===== src/rtl/pc_fetch_ctrl_pkg.sv =====
// rtl/pc_fetch_ctrl_pkg.sv - shared fetch types, address width and PC vectors
package pc_fetch_ctrl_pkg;

  // Width of every instruction-address path (PC, fetch, decode, redirects)
  localparam int unsigned INSN_ADDR_WIDTH = 32;

  localparam logic [31:0] INSN_RESET_VECTOR = 32'h0000_0000;
  localparam logic [31:0] INSN_PC_INC       = 32'h0000_0004;
  localparam logic [31:0] PC_EXC_VECTOR     = 32'h0000_0100;
  localparam logic [31:0] PC_IRQ_VECTOR     = 32'h0000_0200;

  typedef enum logic [1:0] {
    FETCH_IDLE = 2'd0,
    FETCH_REQ  = 2'd1,
    FETCH_WAIT = 2'd2
  } fetch_state_e;

endpackage


===== src/rtl/pc_fetch_ctrl_redirect_arb.sv =====
// rtl/pc_fetch_ctrl_redirect_arb.sv - pc_redirect_arb: redirect winner across live inputs and pending state (PC_FETCH_IRQ_EN adds irq)
module pc_redirect_arb
  import pc_fetch_ctrl_pkg::*;
#(
  parameter int ADDR_WIDTH = INSN_ADDR_WIDTH,
`ifdef PC_FETCH_IRQ_EN
  parameter logic [ADDR_WIDTH-1:0] IRQ_VECTOR = ADDR_WIDTH'(PC_IRQ_VECTOR),
`endif
  parameter logic [ADDR_WIDTH-1:0] EXC_VECTOR = ADDR_WIDTH'(PC_EXC_VECTOR)
) (
  input  logic                  exc_req,
  input  logic                  br_taken,
  input  logic [ADDR_WIDTH-1:0] br_target,
`ifdef PC_FETCH_IRQ_EN
  input  logic                  irq_req,
  output logic                  irq_taken,
`endif
  input  logic                  pend_valid,
  input  logic                  pend_exc,
  input  logic [ADDR_WIDTH-1:0] pend_addr,
  output logic                  win_valid,
  output logic [ADDR_WIDTH-1:0] win_addr,
  output logic                  win_is_exc
);

  logic                  new_valid;
  logic                  new_exc;
  logic                  new_ok;
  logic [ADDR_WIDTH-1:0] new_addr;

`ifdef PC_FETCH_IRQ_EN
  logic irq_ok;
  logic irq_sel;

  // An interrupt already heading to IRQ_VECTOR must not be re-taken (would clobber epc)
  assign irq_ok = irq_req && !(pend_valid && !pend_exc && (pend_addr == IRQ_VECTOR));
`endif

  // Priority pick among live sources, then merge with pending: only an exception displaces a pending exception
  always_comb begin
    new_valid = 1'b0;
    new_exc   = 1'b0;
    new_addr  = br_target;
`ifdef PC_FETCH_IRQ_EN
    irq_sel   = 1'b0;
`endif
    if (exc_req) begin
      new_valid = 1'b1;
      new_exc   = 1'b1;
      new_addr  = EXC_VECTOR;
    end else if (br_taken) begin
      new_valid = 1'b1;
      new_addr  = br_target;
`ifdef PC_FETCH_IRQ_EN
    end else if (irq_ok) begin
      new_valid = 1'b1;
      new_addr  = IRQ_VECTOR;
      irq_sel   = 1'b1;
`endif
    end
    new_ok     = new_valid && (!pend_valid || !pend_exc || new_exc);
    win_valid  = new_ok || pend_valid;
    win_addr   = new_ok ? new_addr : pend_addr;
    win_is_exc = new_ok ? new_exc : pend_exc;
`ifdef PC_FETCH_IRQ_EN
    irq_taken  = new_ok && irq_sel;
`endif
  end

endmodule


===== src/rtl/pc_fetch_ctrl.sv =====
// rtl/pc_fetch_ctrl.sv - PC write-port sequencer and imem fetch handshake; PC_FETCH_IRQ_EN enables irqReq/epc
module pc_fetch_ctrl
  import pc_fetch_ctrl_pkg::*;
#(
  parameter int ADDR_WIDTH = INSN_ADDR_WIDTH,
`ifdef PC_FETCH_IRQ_EN
  parameter logic [ADDR_WIDTH-1:0] IRQ_VECTOR = ADDR_WIDTH'(PC_IRQ_VECTOR),
`endif
  parameter logic [ADDR_WIDTH-1:0] EXC_VECTOR = ADDR_WIDTH'(PC_EXC_VECTOR)
) (
  input  logic                  clk,
  input  logic                  rst,
  input  logic [ADDR_WIDTH-1:0] pcCur,
  output logic                  pcWrEnable,
  output logic [ADDR_WIDTH-1:0] pcWrAddr,
  output logic                  imemReq,
  output logic [ADDR_WIDTH-1:0] imemAddr,
  input  logic                  imemAck,
  output logic                  insnValid,
  output logic [ADDR_WIDTH-1:0] insnAddr,
  input  logic                  insnReady,
  input  logic                  brTaken,
  input  logic [ADDR_WIDTH-1:0] brTarget,
`ifdef PC_FETCH_IRQ_EN
  input  logic                  irqReq,
  output logic [ADDR_WIDTH-1:0] epc,
`endif
  input  logic                  excReq
);

  fetch_state_e          state_q, state_d;
  logic                  pend_valid_q, pend_valid_d;
  logic                  pend_exc_q, pend_exc_d;
  logic [ADDR_WIDTH-1:0] pend_addr_q, pend_addr_d;

  logic                  win_valid;
  logic                  win_is_exc;
  logic [ADDR_WIDTH-1:0] win_addr;
  logic                  resp_cycle;

`ifdef PC_FETCH_IRQ_EN
  logic                  irq_taken;
  logic [ADDR_WIDTH-1:0] epc_q, epc_d;

  assign epc = epc_q;
`endif

  pc_redirect_arb #(
    .ADDR_WIDTH (ADDR_WIDTH),
`ifdef PC_FETCH_IRQ_EN
    .IRQ_VECTOR (IRQ_VECTOR),
`endif
    .EXC_VECTOR (EXC_VECTOR)
  ) u_arb (
    .exc_req    (excReq),
    .br_taken   (brTaken),
    .br_target  (brTarget),
`ifdef PC_FETCH_IRQ_EN
    .irq_req    (irqReq),
    .irq_taken  (irq_taken),
`endif
    .pend_valid (pend_valid_q),
    .pend_exc   (pend_exc_q),
    .pend_addr  (pend_addr_q),
    .win_valid  (win_valid),
    .win_addr   (win_addr),
    .win_is_exc (win_is_exc)
  );

  // A response only counts once a request has been issued; a stale ack in IDLE is dropped
  assign resp_cycle = imemAck && ((state_q == FETCH_REQ) || (state_q == FETCH_WAIT));

  // State and pending-redirect registers; reset drops any pending redirect
  always_ff @(posedge clk or negedge rst) begin
    if (!rst) begin
      state_q      <= FETCH_IDLE;
      pend_valid_q <= 1'b0;
      pend_exc_q   <= 1'b0;
      pend_addr_q  <= '0;
`ifdef PC_FETCH_IRQ_EN
      epc_q        <= '0;
`endif
    end else begin
      state_q      <= state_d;
      pend_valid_q <= pend_valid_d;
      pend_exc_q   <= pend_exc_d;
      pend_addr_q  <= pend_addr_d;
`ifdef PC_FETCH_IRQ_EN
      epc_q        <= epc_d;
`endif
    end
  end

  // Next state: a response always returns to REQ; a redirect without a response is parked as pending
  always_comb begin
    state_d      = state_q;
    pend_valid_d = pend_valid_q;
    pend_exc_d   = pend_exc_q;
    pend_addr_d  = pend_addr_q;
    case (state_q)
      FETCH_IDLE: begin
        state_d = FETCH_REQ;
      end
      FETCH_REQ, FETCH_WAIT: begin
        if (imemAck) begin
          state_d      = FETCH_REQ;
          pend_valid_d = 1'b0;
          pend_exc_d   = 1'b0;
        end else begin
          // In REQ the redirect is also written to the PC now, but the request in flight
          // must still be drained, so it is remembered to discard that response.
          state_d      = FETCH_WAIT;
          pend_valid_d = win_valid;
          pend_exc_d   = win_is_exc;
          pend_addr_d  = win_valid ? win_addr : pend_addr_q;
        end
      end
      default: begin
        state_d      = FETCH_IDLE;
        pend_valid_d = 1'b0;
        pend_exc_d   = 1'b0;
      end
    endcase
  end

`ifdef PC_FETCH_IRQ_EN
  // Return PC is the next instruction that has not been delivered yet
  always_comb begin
    epc_d = epc_q;
    if (irq_taken) begin
      epc_d = pend_valid_q ? pend_addr_q : pcCur;
    end
  end
`endif

  // Outputs: hold by default, deliver or discard on a response, apply redirects immediately outside WAIT
  always_comb begin
    pcWrEnable = 1'b1;
    pcWrAddr   = pcCur;
    imemReq    = 1'b0;
    imemAddr   = pcCur;
    insnValid  = 1'b0;
    insnAddr   = pcCur;
    if (rst) begin
      imemReq = (state_q == FETCH_REQ);
      if (resp_cycle) begin
        if (win_valid) begin
          pcWrAddr = win_addr;
        end else begin
          insnValid = 1'b1;
          if (insnReady) begin
            pcWrEnable = 1'b0;
          end
        end
      end else if ((state_q != FETCH_WAIT) && win_valid) begin
        pcWrAddr = win_addr;
      end
    end
  end

endmodule


===== config.mk =====
export PLATFORM = sky130hd
export DESIGN_NAME = pc_fetch_ctrl
export DESIGN_NICKNAME = d
export VERILOG_FILES = /design/src/rtl/pc_fetch_ctrl_pkg.sv /design/src/rtl/pc_fetch_ctrl_redirect_arb.sv /design/src/rtl/pc_fetch_ctrl.sv
export SDC_FILE = /design/constraint.sdc
export NUM_CORES = 1
export LEC_CHECK = 0
export ABC_CLOCK_PERIOD_IN_PS = 2330
export BUFFER_PORTS_ARGS = -buffer_cell sky130_fd_sc_hd__buf_2
export CORE_ASPECT_RATIO = 0.6
export CORE_MARGIN = 4
export CORE_UTILIZATION = 36
export DETAILED_ROUTE_END_ITERATION = 8
export HOLD_SLACK_MARGIN = 0.05
export PLACE_DENSITY = 0.71
export SETUP_SLACK_MARGIN = 0.4
export SKIP_LAST_GASP = 1
export SYNTH_ARGS = -nofsm -noshare
export SYNTH_HDL_FRONTEND = slang
export SYNTH_SLANG_ARGS = --single-unit

===== constraint.sdc =====
create_clock -name clk -period 2.33 [get_ports clk]
set_clock_uncertainty 0.15 [all_clocks]
set_input_delay 0 -clock clk [delete_from_list [all_inputs] [get_ports clk]]
set_output_delay 0 -clock clk [all_outputs]
set_load 0.02 [all_outputs]

# After elaboration in Yosys (flattened, before gate mapping)
# Cells that the tools add are included.
# word_totals
ff_bits	36
out_inout_bits	99
# classes
n_eq_ne	4
muxes	24
n_bitwise	2
reduce_logical	13
# op_table
operator	n
32-bit 2-to-1 mux	6
1-bit 2-to-1 mux	14
1-bit logical OR	4
1-bit case mux with 2 select lines	2
2-bit case mux with 2 select lines	1
1-bit logical AND	3
3-bit by 2-bit inequality test with 1-bit output (second input constant)	1
3-bit AND reduction	1
2-bit by 1-bit == test with 1-bit output (second input constant)	1
2-bit == test (second input constant)	1
1-bit logical NOT	2
2-bit logical NOT	1
2-bit 2-to-1 mux	1
2-bit inequality test (second input constant)	1
1-bit NOT	2
2-bit AND reduction	1
2-bit OR reduction	1

# Depth between registers and ports, before layout
# logic_depth
ltp_word	9
ltp_mapped	6
ltp_nobuf	5

# Modules after synthesis
# From an unflattened synthesis, not the netlist that was laid out.
# unflattened
hier_cells	302
area_unflattened_um2	3155.5
# by_module_without_submodules
module	instances	cells_each	area_each_um2
pc_fetch_ctrl	1	192	2327.2
pc_redirect_arb	1	110	828.3

# Worst setup path before layout
# Ideal clock, no wire load.
# synth_timing
kind	register to output
from	register state_q[0]
to	output pcWrAddr[0]
t_arrival_ns	1.577
t_required_ns	2.180
setup_slack_ns	0.603
stages_incl_launch_ff	7
cell_sequence	dfrtp_1 > inv_1 > ha_1 > a21bo_2 > nand4_2 > buf_4 > o2bb2ai_1
# synth_via
elab_chain_len	5
# synth_rtl
item	line	source
start, declared	pc_fetch_ctrl.sv:31	fetch_state_e state_q, state_d;
start signal, assigned	pc_fetch_ctrl.sv:84	state_q <= state_d;
2-bit inequality test (tied with other cells)	pc_fetch_ctrl.sv:155	end else if ((state_q != FETCH_WAIT) && win_valid) begin
1-bit logical AND or 1-bit logical OR (tied branches)	pc_fetch_ctrl.sv:155, pc_fetch_ctrl.sv:71	
32-bit 2-to-1 mux or 1-bit logical AND (tied branches)	pc_fetch_ctrl.sv:155, pc_fetch_ctrl.sv:71	
32-bit 2-to-1 mux (*)	pc_fetch_ctrl.sv:146	if (resp_cycle) begin
32-bit 2-to-1 mux (*)	pc_fetch_ctrl.sv:144	if (rst) begin
end, declared	pc_fetch_ctrl.sv:15	output logic [ADDR_WIDTH-1:0] pcWrAddr,
# Mark *: on every way between the ends. The rest lies on a longest branch, timed or not.

# Worst setup path after layout
# layout_timing
from	register state_q[1]
to	output pcWrAddr[8]
# Same word-level chain as after synthesis.

==> flow_summary.json <==
{
  "outcome": "finished clean",
  "synth_top_family_by_area": "compound AO/OA/AOI/OAI gates",
  "layout-drive-gt1-share_pct": 58.7,
  "synth.top_cell.area_share_pct": 33.0,
  "netlist.top_cell.by_area": "dfrtp_1",
  "cp.required_ps": 2180,
  "rrSetupSlack_ps": 360,
  "yosysSeqAreaShare_pct": 33.0,
  "grt_pass1_vias": 2253,
  "totalPowerFinal_mw": 3.60,
  "via_count": 2363,
  "initial_utilization_pct": 37.2,
  "setup_viol": 0,
  "n_antenna_cell": 0,
  "timing.rr.end": "pend_addr_q[8]$_DFFE_PN0P_",
  "ys_types": 27,
  "dp_hpwl_mm": 5.45,
  "drtIter0Drc": 37,
  "grt_max_degree": 25,
  "post-route-period-util_pct": 87.1,
  "cp.arrival_ps": 1880,
  "synth_xor_area_share_pct": 0,
  "setup_tns_ps": 0,
  "nFillCells": 637,
  "synth_ff_type": "dfrtp_1",
  "clk_path_buf_depth": 2,
  "port_buffers": 168,
  "crit_path_max_fanout": 3,
  "synthAdderAreaFrac_pct": 1.83,
  "area_delta_synth_final_pct": 50.1,
  "ys_ff_latch": 36,
  "power.leakage_nw": 2.00,
  "critPathKind": "flip-flop to output port",
  "synth_cells": 241,
  "cts_tree": "done",
  "crit_path_end_kind": "output port",
  "finalHoldViolCount": 0,
  "nets": 465,
  "critPathSlowestCell": "dfrtp_1",
  "synth-compound-area-share_pct": 26.0,
  "startpoint": "state_q[1]$_DFF_PN0_",
  "drv_cap": 0,
  "reg2reg_from": "state_q[1]$_DFF_PN0_",
  "powerDensity_nw_per_um2": 879,
  "grt-ovfl-total": 0,
  "viasPerCell": 4.76,
  "relSlewSlack_pct": 79.5,
  "tightest_slew_ps": 299,
  "final_area_um2": 4100,
  "period_minus_slack_ps": 2030,
  "async_reset_ff_share_pct": 100,
  "drt_pre_antenna_iters": 4,
  "antenna_found_initial": 0,
  "syn_area_um2": 2730,
  "die_width_um": 120,
  "cts_root_buf": "clkbuf_16",
  "slew_viol_final": 0,
  "htreeDepth": 2,
  "chipHeight_um": 75.4,
  "rsz0062_at_grt": "yes",
  "crit_chain": "inv_2, ha_4, a21bo_4, nand3_4, buf_12, mux2_4, buf_6",
  "numCtsBuffers": 5,
  "gp_congestion": 0.708,
  "setup_ws_ps": 301,
  "holdCritPathClass": "primary input to output port",
  "grt_usage_pct": 16.0,
  "core.rowCount": 24,
  "worstHoldStart": "pcCur[8]",
  "grt_pass1_wl_mm": 11.4,
  "drcViolationCount": 0,
  "fmax_mhz": 493,
  "ys_warn_count": 0,
  "insertion_delay_ps": 280,
  "synthMuxAreaShare_pct": 12.6,
  "clock-sinks": 36,
  "hold_ws_ps": 98.3,
  "synth-edff-count": 0,
  "syn_avg_cell_area_um2": 11.3,
  "ir_drop_v": 0.000472,
  "synthTopCellsByArea": "dfrtp_1 33%, buf_4 20%, o2bb2ai_1 13%",
  "ios": 169,
  "core_um2": 7330,
  "wl_per_cell_um": 16.0,
  "place_worst_setup_slack_ps": 309,
  "wl_mm": 7.95,
  "endpoint": "pcWrAddr[8]",
  "reg2reg_depth": 7,
  "placed_cell_area_um2": 3190,
  "synth-simple-area-share_pct": 3.58,
  "design.die.area_um2": 9080,
  "final_antenna_net_count": 0,
  "syn_nets": 315,
  "cp-start-kind": "flip-flop",
  "slowest_delay_ps": 400,
  "clk_pin_slew_ps": 60
}
-- where the power goes --
group	switching (mW)	total, mW	internal (mW)	leakage [nW]
clock	0.250	0.814	0.563	0.0901
sequential	0.131	0.977	0.846	0.476
combinational	0.917	1.81	0.891	1.44
-- synth_stat cells, types with 2 or more instances --
master and n:
nand2_1 2, dfrtp_1 36, o2bb2ai_1 42, mux2i_1 32, inv_1 4, o2bb2ai_2 20, nand3_2 2, buf_4 72
nor2_1 4, buf_2 3, buf_6 5, ha_1 4
-- registers in the layout, summed over array words and instances (netlist names) --
signal        flops
state_q           2
pend_exc_q        1
pend_addr_q      32
pend_valid_q      1
-- layout by cell type (no fill, tap or decap), drive strengths merged, types with 2 or more instances in the layout --
cell type | netlist | final
buf | 80 | 188
clkbuf | 0 | 9
dfrtp | 36 | 36
dlygate4sd3 | 0 | 33
ha | 4 | 4
inv | 4 | 4
mux2 | 2 | 2
mux2i | 32 | 32
nand2 | 3 | 3
nand3 | 3 | 3
nor2 | 4 | 4
o2bb2ai | 62 | 62
-- worst min path at each step --
stage | cells past startpoint | slack (ps) | to
2_1_floorplan | 0 | -450 | pend_addr_q[0]$_DFFE_PN0P_
3_3_place_gp | 2 | -90 | pend_addr_q[31]$_DFFE_PN0P_
3_5_place_dp | 2 | -90 | pend_addr_q[31]$_DFFE_PN0P_
4_1_cts | 2 | 100 | insnAddr[31]
5_1_grt | 2 | 110 | imemAddr[3]
6_report | 2 | 100 | insnAddr[8]
-- metal layers --
layer,GRT usage [%],vias to the layer above,part of all wire [%]
li1,-,1132,-
met1,21.1,1094,43
met2,26.0,129,47
met3,4.67,8,9.3
met4,4.65,0,0.92
met5,0,-,0
-- metrics by stage --
| stage | std cells | util, % |
|---|---|---|
| detailed placement | 444 | 43.6 |
| global placement | 444 | 43.6 |
| floorplan | 241 | - |
| finish | 496 | 55.9 |
| CTS | 493 | 54.1 |
| global route | 496 | 55.9 |
-- area by class of cell --
| class | count | area (µm²) | area share (%) |
|---|---|---|---|
| tap | 104 | 130 | 3.18 |
| timing repair buffer | 223 | 1620 | 39.4 |
| sequential | 36 | 901 | 22.0 |
| inverter | 4 | 15.0 | 0.367 |
| clock buffer | 7 | 153 | 3.73 |
| multi-input combinational | 121 | 1250 | 30.6 |
| clock inverter | 1 | 30.0 | 0.733 |
-- logic make-up after synthesis --
logic type               count (synthesis)
adder cells (fa/ha/maj)                  4
buffers and inverters                   84
multiplexers                            34
AND/OR/NAND/NOR                         15
AO/OA/AOI/OAI                           68
flip-flops                              36
-- worst max-delay path: cells and delay by family, from the launching register on --
kind,cells,cell delay (ps)
fa+ha+maj,1,200
compound gates,1,240
mux,1,290
flops,1,400
simple gates,1,130
buf+inv,3,340
-- what timing repair did --
action | CTS | global route
pin swaps | 1 | 1
setup endpoints to repair | 32 | 43
gates cloned | 1 | 2
resized for setup | 45 | 23
setup buffers | 7 | 1
hold endpoints to repair | 68 | 0
hold buffers | 33 | 0
Power figures use the tool's default switching activity.
